<file path="config.mk">
export PLATFORM = sky130hd
export DESIGN_NAME = cpu_instr_loader_flat
export DESIGN_NICKNAME = d
export VERILOG_FILES = /design/src/rtl/cpu_instr_loader_pkg.sv /design/src/rtl/cpu_instr_loader_if.sv /design/src/rtl/cpu_instr_loader_fifo.sv /design/src/rtl/cpu_instr_loader.sv /design/src/flat_wrapper.sv
export SDC_FILE = /design/constraint.sdc
export NUM_CORES = 1
export LEC_CHECK = 0
export ABC_AREA = 1
export BUFFER_PORTS_ARGS = -buffer_cell sky130_fd_sc_hd__buf_2
export CORE_MARGIN = 2
export CORE_UTILIZATION = 62
export DETAILED_ROUTE_END_ITERATION = 12
export PLACE_DENSITY_LB_ADDON = 0.1
export SLEW_MARGIN = 0
export SYNTH_ARGS = -nofsm -noshare
export SYNTH_HDL_FRONTEND = slang
export SYNTH_SLANG_ARGS = --single-unit
</file>
<file path="constraint.sdc">
create_clock -name CLK -period 4.1 [get_ports CLK]
set_clock_uncertainty 0.2 [all_clocks]
set_input_delay 0.615 -clock CLK [delete_from_list [all_inputs] [get_ports CLK]]
set_output_delay 0.615 -clock CLK [all_outputs]
set_load 0.005 [all_outputs]
</file>
<file path="src/rtl/cpu_instr_loader_pkg.sv">
// Shared types and constants for the cpu instruction loader.
package cpu_loader_pkg;

    // Instruction width seen by the cpu core.
    localparam int INSTR_W = 9;

    // Byte assembler: waiting for the low byte, or holding it and waiting for the high beat.
    typedef enum logic {
        LO,
        HI
    } asm_state_t;

    // Issue sequencer: idle, driving the write_en pulse, or pacing before the next issue.
    typedef enum logic [1:0] {
        IDLE,
        ISSUE,
        GAP
    } iss_state_t;

    // Counter width able to hold 0..depth inclusive.
    function automatic int cnt_width(input int depth);
        return $clog2(depth) + 1;
    endfunction

endpackage

</file>
<file path="src/rtl/cpu_instr_loader_if.sv">
// Pin-side byte input, control, and cpu-side instruction/status bundle.
interface cpu_instr_loader_if #(
    parameter int DEPTH = 4
) ();
    import cpu_loader_pkg::*;

    logic [7:0]                  IN_BYTE;
    logic                        IN_STB;
    logic                        FLUSH;
    logic                        HALT;
    logic [INSTR_W-1:0]          INSTRUCTION;
    logic                        write_en;
    logic [cnt_width(DEPTH)-1:0] FIFO_COUNT;
    logic                        FULL;
    logic                        OVERFLOW;
    logic                        BUSY;

    // Drives the pins and control, observes the cpu-side outputs.
    modport master (
        output IN_BYTE, IN_STB, FLUSH, HALT,
        input  INSTRUCTION, write_en, FIFO_COUNT, FULL, OVERFLOW, BUSY
    );

    // The loader itself.
    modport slave (
        input  IN_BYTE, IN_STB, FLUSH, HALT,
        output INSTRUCTION, write_en, FIFO_COUNT, FULL, OVERFLOW, BUSY
    );
endinterface

</file>
<file path="src/rtl/cpu_instr_loader_fifo.sv">
// DEPTH x INSTR_W synchronous FIFO with show-ahead head output.
module instr_fifo
    import cpu_loader_pkg::*;
#(
    parameter  int DEPTH = 4,
    localparam int CW    = cnt_width(DEPTH),
    localparam int AW    = $clog2(DEPTH)
) (
    input  logic               CLK,
    input  logic               RESET,
    input  logic               push,
    input  logic               pop,
    input  logic               flush,
    input  logic [INSTR_W-1:0] din,
    output logic [INSTR_W-1:0] dout,
    output logic [CW-1:0]      count,
    output logic               full,
    output logic               empty
);
    logic [INSTR_W-1:0] mem [DEPTH];
    logic [AW-1:0]      wr_ptr_reg;
    logic [AW-1:0]      rd_ptr_reg;
    logic [CW-1:0]      count_reg;
    logic               do_push;
    logic               do_pop;

    assign full  = (count_reg == CW'(DEPTH));
    assign empty = (count_reg == '0);
    // A pop frees a slot in the same edge, so a push into a full FIFO is still accepted then.
    assign do_pop  = pop && !empty;
    assign do_push = push && (!full || do_pop) && !flush;

    // Storage write; contents need no reset because count gates visibility.
    always_ff @(posedge CLK) begin
        if (do_push) begin
            mem[wr_ptr_reg] <= din;
        end
    end

    // Pointers wrap naturally modulo DEPTH (power of two); count tracks occupancy.
    always_ff @(posedge CLK or posedge RESET) begin
        if (RESET) begin
            wr_ptr_reg <= '0;
            rd_ptr_reg <= '0;
            count_reg  <= '0;
        end else if (flush) begin
            wr_ptr_reg <= '0;
            rd_ptr_reg <= '0;
            count_reg  <= '0;
        end else begin
            if (do_push) wr_ptr_reg <= wr_ptr_reg + AW'(1);
            if (do_pop)  rd_ptr_reg <= rd_ptr_reg + AW'(1);
            if (do_push && !do_pop)      count_reg <= count_reg + CW'(1);
            else if (do_pop && !do_push) count_reg <= count_reg - CW'(1);
        end
    end

    assign dout  = mem[rd_ptr_reg];
    assign count = count_reg;
endmodule

</file>
<file path="src/rtl/cpu_instr_loader.sv">
// Assembles 9-bit instructions from two byte beats, buffers them, and issues
// them to the cpu as paced one-cycle write_en pulses.
module cpu_instr_loader
    import cpu_loader_pkg::*;
#(
    parameter int DEPTH     = 4,
    parameter int ISSUE_GAP = 2
) (
    input  logic            CLK,
    input  logic            RESET,
    cpu_instr_loader_if.slave bus
);
    localparam int CW       = cnt_width(DEPTH);
    localparam int GAP_W    = $clog2(ISSUE_GAP + 1) + 1;
    // The IDLE cycle that precedes the next issue is the last idle cycle of the
    // gap, so GAP itself lasts ISSUE_GAP-1 cycles (loaded as ISSUE_GAP-2).
    localparam int GAP_LOAD = (ISSUE_GAP >= 2) ? ISSUE_GAP - 2 : 0;

    asm_state_t         asm_state_reg, asm_state_next;
    logic [7:0]         lo_reg, lo_next;
    iss_state_t         iss_state_reg, iss_state_next;
    logic [GAP_W-1:0]   gap_cnt_reg, gap_cnt_next;
    logic [INSTR_W-1:0] instr_reg, instr_next;
    logic               wr_en_reg, wr_en_next;
    logic               overflow_reg, overflow_next;

    logic               push, pop;
    logic [INSTR_W-1:0] head;
    logic [CW-1:0]      count;
    logic               full, empty;

    instr_fifo #(.DEPTH(DEPTH)) u_fifo (
        .CLK   (CLK),
        .RESET (RESET),
        .push  (push),
        .pop   (pop),
        .flush (bus.FLUSH),
        .din   ({bus.IN_BYTE[0], lo_reg}),
        .dout  (head),
        .count (count),
        .full  (full),
        .empty (empty)
    );

    // State register for both FSMs and the issued-instruction outputs.
    always_ff @(posedge CLK or posedge RESET) begin
        if (RESET) begin
            asm_state_reg <= LO;
            lo_reg        <= '0;
            iss_state_reg <= IDLE;
            gap_cnt_reg   <= '0;
            instr_reg     <= '0;
            wr_en_reg     <= 1'b0;
            overflow_reg  <= 1'b0;
        end else begin
            asm_state_reg <= asm_state_next;
            lo_reg        <= lo_next;
            iss_state_reg <= iss_state_next;
            gap_cnt_reg   <= gap_cnt_next;
            instr_reg     <= instr_next;
            wr_en_reg     <= wr_en_next;
            overflow_reg  <= overflow_next;
        end
    end

    // Next-state logic: issue decision first, since a same-edge pop lets a push into a full FIFO.
    always_comb begin
        asm_state_next = asm_state_reg;
        lo_next        = lo_reg;
        iss_state_next = iss_state_reg;
        gap_cnt_next   = gap_cnt_reg;
        instr_next     = instr_reg;
        wr_en_next     = 1'b0;
        overflow_next  = overflow_reg;
        push           = 1'b0;
        pop            = 1'b0;

        if (bus.FLUSH) begin
            // INSTRUCTION deliberately keeps its last value.
            asm_state_next = LO;
            iss_state_next = IDLE;
            gap_cnt_next   = '0;
            overflow_next  = 1'b0;
        end else begin
            case (iss_state_reg)
                IDLE: begin
                    if (!empty && !bus.HALT) begin
                        pop            = 1'b1;
                        instr_next     = head;
                        wr_en_next     = 1'b1;
                        iss_state_next = ISSUE;
                    end
                end
                ISSUE: begin
                    if (ISSUE_GAP == 0) begin
                        if (!empty && !bus.HALT) begin
                            pop        = 1'b1;
                            instr_next = head;
                            wr_en_next = 1'b1;
                        end else begin
                            iss_state_next = IDLE;
                        end
                    end else if (ISSUE_GAP == 1) begin
                        iss_state_next = IDLE;
                    end else begin
                        iss_state_next = GAP;
                        gap_cnt_next   = GAP_W'(GAP_LOAD);
                    end
                end
                GAP: begin
                    if (gap_cnt_reg == '0) iss_state_next = IDLE;
                    else                   gap_cnt_next   = gap_cnt_reg - GAP_W'(1);
                end
                default: iss_state_next = IDLE;
            endcase

            case (asm_state_reg)
                LO: begin
                    if (bus.IN_STB) begin
                        lo_next        = bus.IN_BYTE;
                        asm_state_next = HI;
                    end
                end
                HI: begin
                    if (bus.IN_STB) begin
                        push           = 1'b1;
                        asm_state_next = LO;
                        if (full && !pop) overflow_next = 1'b1;
                    end
                end
                default: asm_state_next = LO;
            endcase
        end
    end

    assign bus.INSTRUCTION = instr_reg;
    assign bus.write_en    = wr_en_reg;
    assign bus.FIFO_COUNT  = count;
    assign bus.FULL        = full;
    assign bus.OVERFLOW    = overflow_reg;
    assign bus.BUSY        = !empty || (asm_state_reg == HI) || (iss_state_reg != IDLE);
endmodule

</file>
<file path="src/flat_wrapper.sv">
// flat-port wrapper written by rule: the top's interface ports become plain ports
module cpu_instr_loader_flat import cpu_loader_pkg::*;
#(
    parameter int DEPTH     = 4,
    parameter int ISSUE_GAP = 2
)
  (CLK, RESET, bus_IN_BYTE, bus_IN_STB, bus_FLUSH, bus_HALT, bus_INSTRUCTION, bus_write_en, bus_FIFO_COUNT, bus_FULL, bus_OVERFLOW, bus_BUSY);
  cpu_instr_loader_if #(.DEPTH(DEPTH)) bus_i ();
  input  logic CLK;
  input  logic RESET;
  input wire logic [$bits(bus_i.IN_BYTE)-1:0] bus_IN_BYTE;
  input wire logic [$bits(bus_i.IN_STB)-1:0] bus_IN_STB;
  input wire logic [$bits(bus_i.FLUSH)-1:0] bus_FLUSH;
  input wire logic [$bits(bus_i.HALT)-1:0] bus_HALT;
  output wire logic [$bits(bus_i.INSTRUCTION)-1:0] bus_INSTRUCTION;
  output wire logic [$bits(bus_i.write_en)-1:0] bus_write_en;
  output wire logic [$bits(bus_i.FIFO_COUNT)-1:0] bus_FIFO_COUNT;
  output wire logic [$bits(bus_i.FULL)-1:0] bus_FULL;
  output wire logic [$bits(bus_i.OVERFLOW)-1:0] bus_OVERFLOW;
  output wire logic [$bits(bus_i.BUSY)-1:0] bus_BUSY;
  assign bus_i.IN_BYTE = bus_IN_BYTE;
  assign bus_i.IN_STB = bus_IN_STB;
  assign bus_i.FLUSH = bus_FLUSH;
  assign bus_i.HALT = bus_HALT;
  assign bus_INSTRUCTION = bus_i.INSTRUCTION;
  assign bus_write_en = bus_i.write_en;
  assign bus_FIFO_COUNT = bus_i.FIFO_COUNT;
  assign bus_FULL = bus_i.FULL;
  assign bus_OVERFLOW = bus_i.OVERFLOW;
  assign bus_BUSY = bus_i.BUSY;
  cpu_instr_loader #(.DEPTH(DEPTH), .ISSUE_GAP(ISSUE_GAP)) u_core (.CLK(CLK), .RESET(RESET), .bus(bus_i));
endmodule
</file>
==> flow_summary.yaml <==
outcome:
  status: "finished clean"
power:
  swShare_pct: 31.6
  p_int_mw: 1.29
  leakagePower_nw: 1.40
  seqPwrFrac_pct: 49.6
  power_switching_mw: 0.594
  power_mw: 1.88
  powerDensity_nw_per_um2: 568
  ir_drop_mv: 0.330
  clkPwrFrac_pct: 28.2
  p_comb_share_pct: 22.3
cts:
  cts_made_buffers: 9
  clk_pin_slew_ns: 0.07
  worstSkewPairLatency_ns: 0.34
  cts.path.max_buffers: 2
  ctsHtreeMaxLevel: 3
  cts_setup_buffers: 0
  root_buffer: "clkbuf_8"
  cts_resized: 0
  ctsHoldBuffers: 0
  cts.sinks: 68
  cts_tree: "done"
critical_path:
  rrSetupSlack_ns: 1.91
  worstSetupStartpointType: "flop"
  r2r_start: "u_core.iss_state_reg[0]"
  worstPathArrival_ns: 1.97
  crit_path_end_kind: "flop"
  crit_fanout: 9
  crit_type: "reg2reg"
  worst_r2r_path_depth: 5
  r2r_end: "u_core.u_fifo.mem[3][5]"
  worstPathRequired_ns: 3.87
min_path:
  hold_class: "in2async"
timing:
  period_share_pct: 53.5
  setup_slack_ns: 1.91
  rsz0062_at_grt: "no"
  finalHoldViolCount: 0
  max-slew-margin-rel_pct: 49.7
  holdWs_ns: 0.147
  max_freq_mhz: 456
  tns_ns: 0
  tightest_slew_ns: 0.752
  slew_viol_final: 0
  setup_viol: 0
  fin_crit_ns: 2.19
yosys:
  synth_compound_area_share_pct: 7.64
  synth_area_um2: 2970
  netlist.area_leader.share_pct: 36.5
  synthMuxAreaShare_pct: 3.04
  ys_seq_elements: 68
  synthAdderAreaFrac_pct: 4.05
  syn_inst: 255
  synth.largest_area_cell: "edfxtp_1"
  syn_avg_cell_area_um2: 11.6
  yosysSeqAreaShare_pct: 63.5
  synth_cell_type_count: 30
  yosys.area_share.simple_pct: 16.2
  synthXorXnorAreaFrac_pct: 0.295
  syn-num-nets: 277
  yosys_warnings: 0
  synth_top_family_by_area: "simple AND/OR/NAND/NOR gates"
  synth_area_leaders: "edfxtp_1 (36%), dfrtp_1 (27%), nor2_1 (6.7%)"
finish:
  multi_input_area_um2: 927
  final_net_count: 310
  num_antenna_cells: 0
  regArea_um2: 1880
  largest_reg_flops: 36
  nFillCells: 331
  stdcell_count: 347
  drive_gt1_share_pct: 25.3
  finish.instance_area_um2: 3310
  synthToLayoutAreaGrowth_pct: 11.8
  final_util_pct: 71.1
global_route:
  grt_max_degree: 33
  grt_pass1_vias: 1731
  grt_pass1_wl_mm: 8.44
  overflow: 0
  grt_use_total_pct: 22.3
  grt_antenna_before_repair: 0
detailed_routing:
  drt_pass1_iterations: 5
  wl_per_cell_um: 15.0
  wl_mm: 5.22
  drt_iter0_drc: 130
  met3_length_um: 380
  met1_length_mm: 2.33
  route.detailed.drc: 0
  via_count: 1851
  drtAntennaViolNets: 0
  viasPerCell: 5.33
  dr.max_layer_used: "met4"
  wl_met2_mm: 2.40
placed_design:
  dp_cells: 331
  place_area_um2: 3120
  dp.final_hpwl_mm: 3.63
  io_buffers: 28
  place.gp.congestion: 0.766
  place_ws_ns: 1.66
floorplan:
  start_util_pct: 63.6
  fp.dieH_um: 73.2
  die_w_um: 73.2
  ioPinCount: 29
  fp-row-count: 25
  fp.dieArea_um2: 5350
  core_area_um2: 4660
run:
  maxCapViolCount: 0
[metal layers]
| layer | up-vias | GRT usage (%) |
|---|---|---|
| met2 | 63 | 30.9 |
| met4 | 0 | 9.88 |
| met1 | 852 | 32.8 |
| met5 | - | 0 |
| met3 | 12 | 6.35 |
| li1 | 924 | - |
[cell usage after synthesis (all sizes together)]
cell	instances
ha	8
nand4	5
edfxtp	36
clkbuf	1
nand2	28
o21ai	22
buf	6
dfrtp	32
fa	1
nor2	58
a31oi	9
nand3	8
a21oi	5
inv	26
xnor2	1
mux2	8
and3	1
[worst max path at each step]
stage,start,to,slack (ns),cells after the start
4_1_cts,u_core.iss_state_reg[0],u_core.u_fifo.mem[3][5],1.89,5
2_1_floorplan,bus_IN_STB,u_core.u_fifo.count[2],1.96,12
3_3_place_gp,bus_IN_STB,u_core.u_fifo.mem[3][8],1.70,6
6_report,u_core.iss_state_reg[0],u_core.u_fifo.mem[3][5],1.91,5
5_1_grt,u_core.iss_state_reg[0],u_core.u_fifo.mem[1][3],1.79,5
3_5_place_dp,bus_IN_STB,u_core.u_fifo.mem[1][3],1.66,6
[final cells by class]
type,count,area share (%)
sequential,68,56.8
multi-input combinational,154,28.0
tap,54,2.04
clock inverter,6,1.96
inverter,26,2.94
timing repair buffer,29,4.45
clock buffer,10,3.85
[cell usage in the layout (no fill, tap or decap), types with 2 or more instances in the layout]
master    instances
nor2_1           53
edfxtp_1         36
dfrtp_1          32
buf_2            28
nand2_1          24
inv_1            22
o21ai_0          21
clkbuf_8          9
mux2_2            8
ha_1              8
a31oi_2           5
nand4_1           5
nand3_1           5
inv_2             4
a31oi_1           4
a21oi_1           4
nand2_2           3
nor2_4            2
nand3_4           2
nor2_2            2
clkinv_2          2
clkinv_4          2
[power by group through the flow]
stage | logic [mW] | clock network (mW) | registers (mW)
4_1_cts | 0.421 | 0.543 | 0.934
5_1_grt | 0.479 | 0.567 | 0.949
3_3_place_gp | 0.417 | 0 | 0.942
2_1_floorplan | 0.332 | 0 | 0.906
3_5_place_dp | 0.420 | 0 | 0.947
6_report | 0.419 | 0.530 | 0.932
[critical path: stages, from the launching register on]
cell and delay (ns):
dfrtp_1 0.44, nor2_4 0.19, nand3_4 0.17, nand2_2 0.11, nand2_2 0.11, nor2_1 0.60
[cells by family after synthesis]
logic type,after synthesis
AOI/OAI and AO/OA,36
xor gates and xnor gates,1
adders and majority gates,9
buffers and inverters,33
DFF,68
muxes,8
and+or+nand+nor,100
No activity file was read; power rests on OpenSTA's default activity.
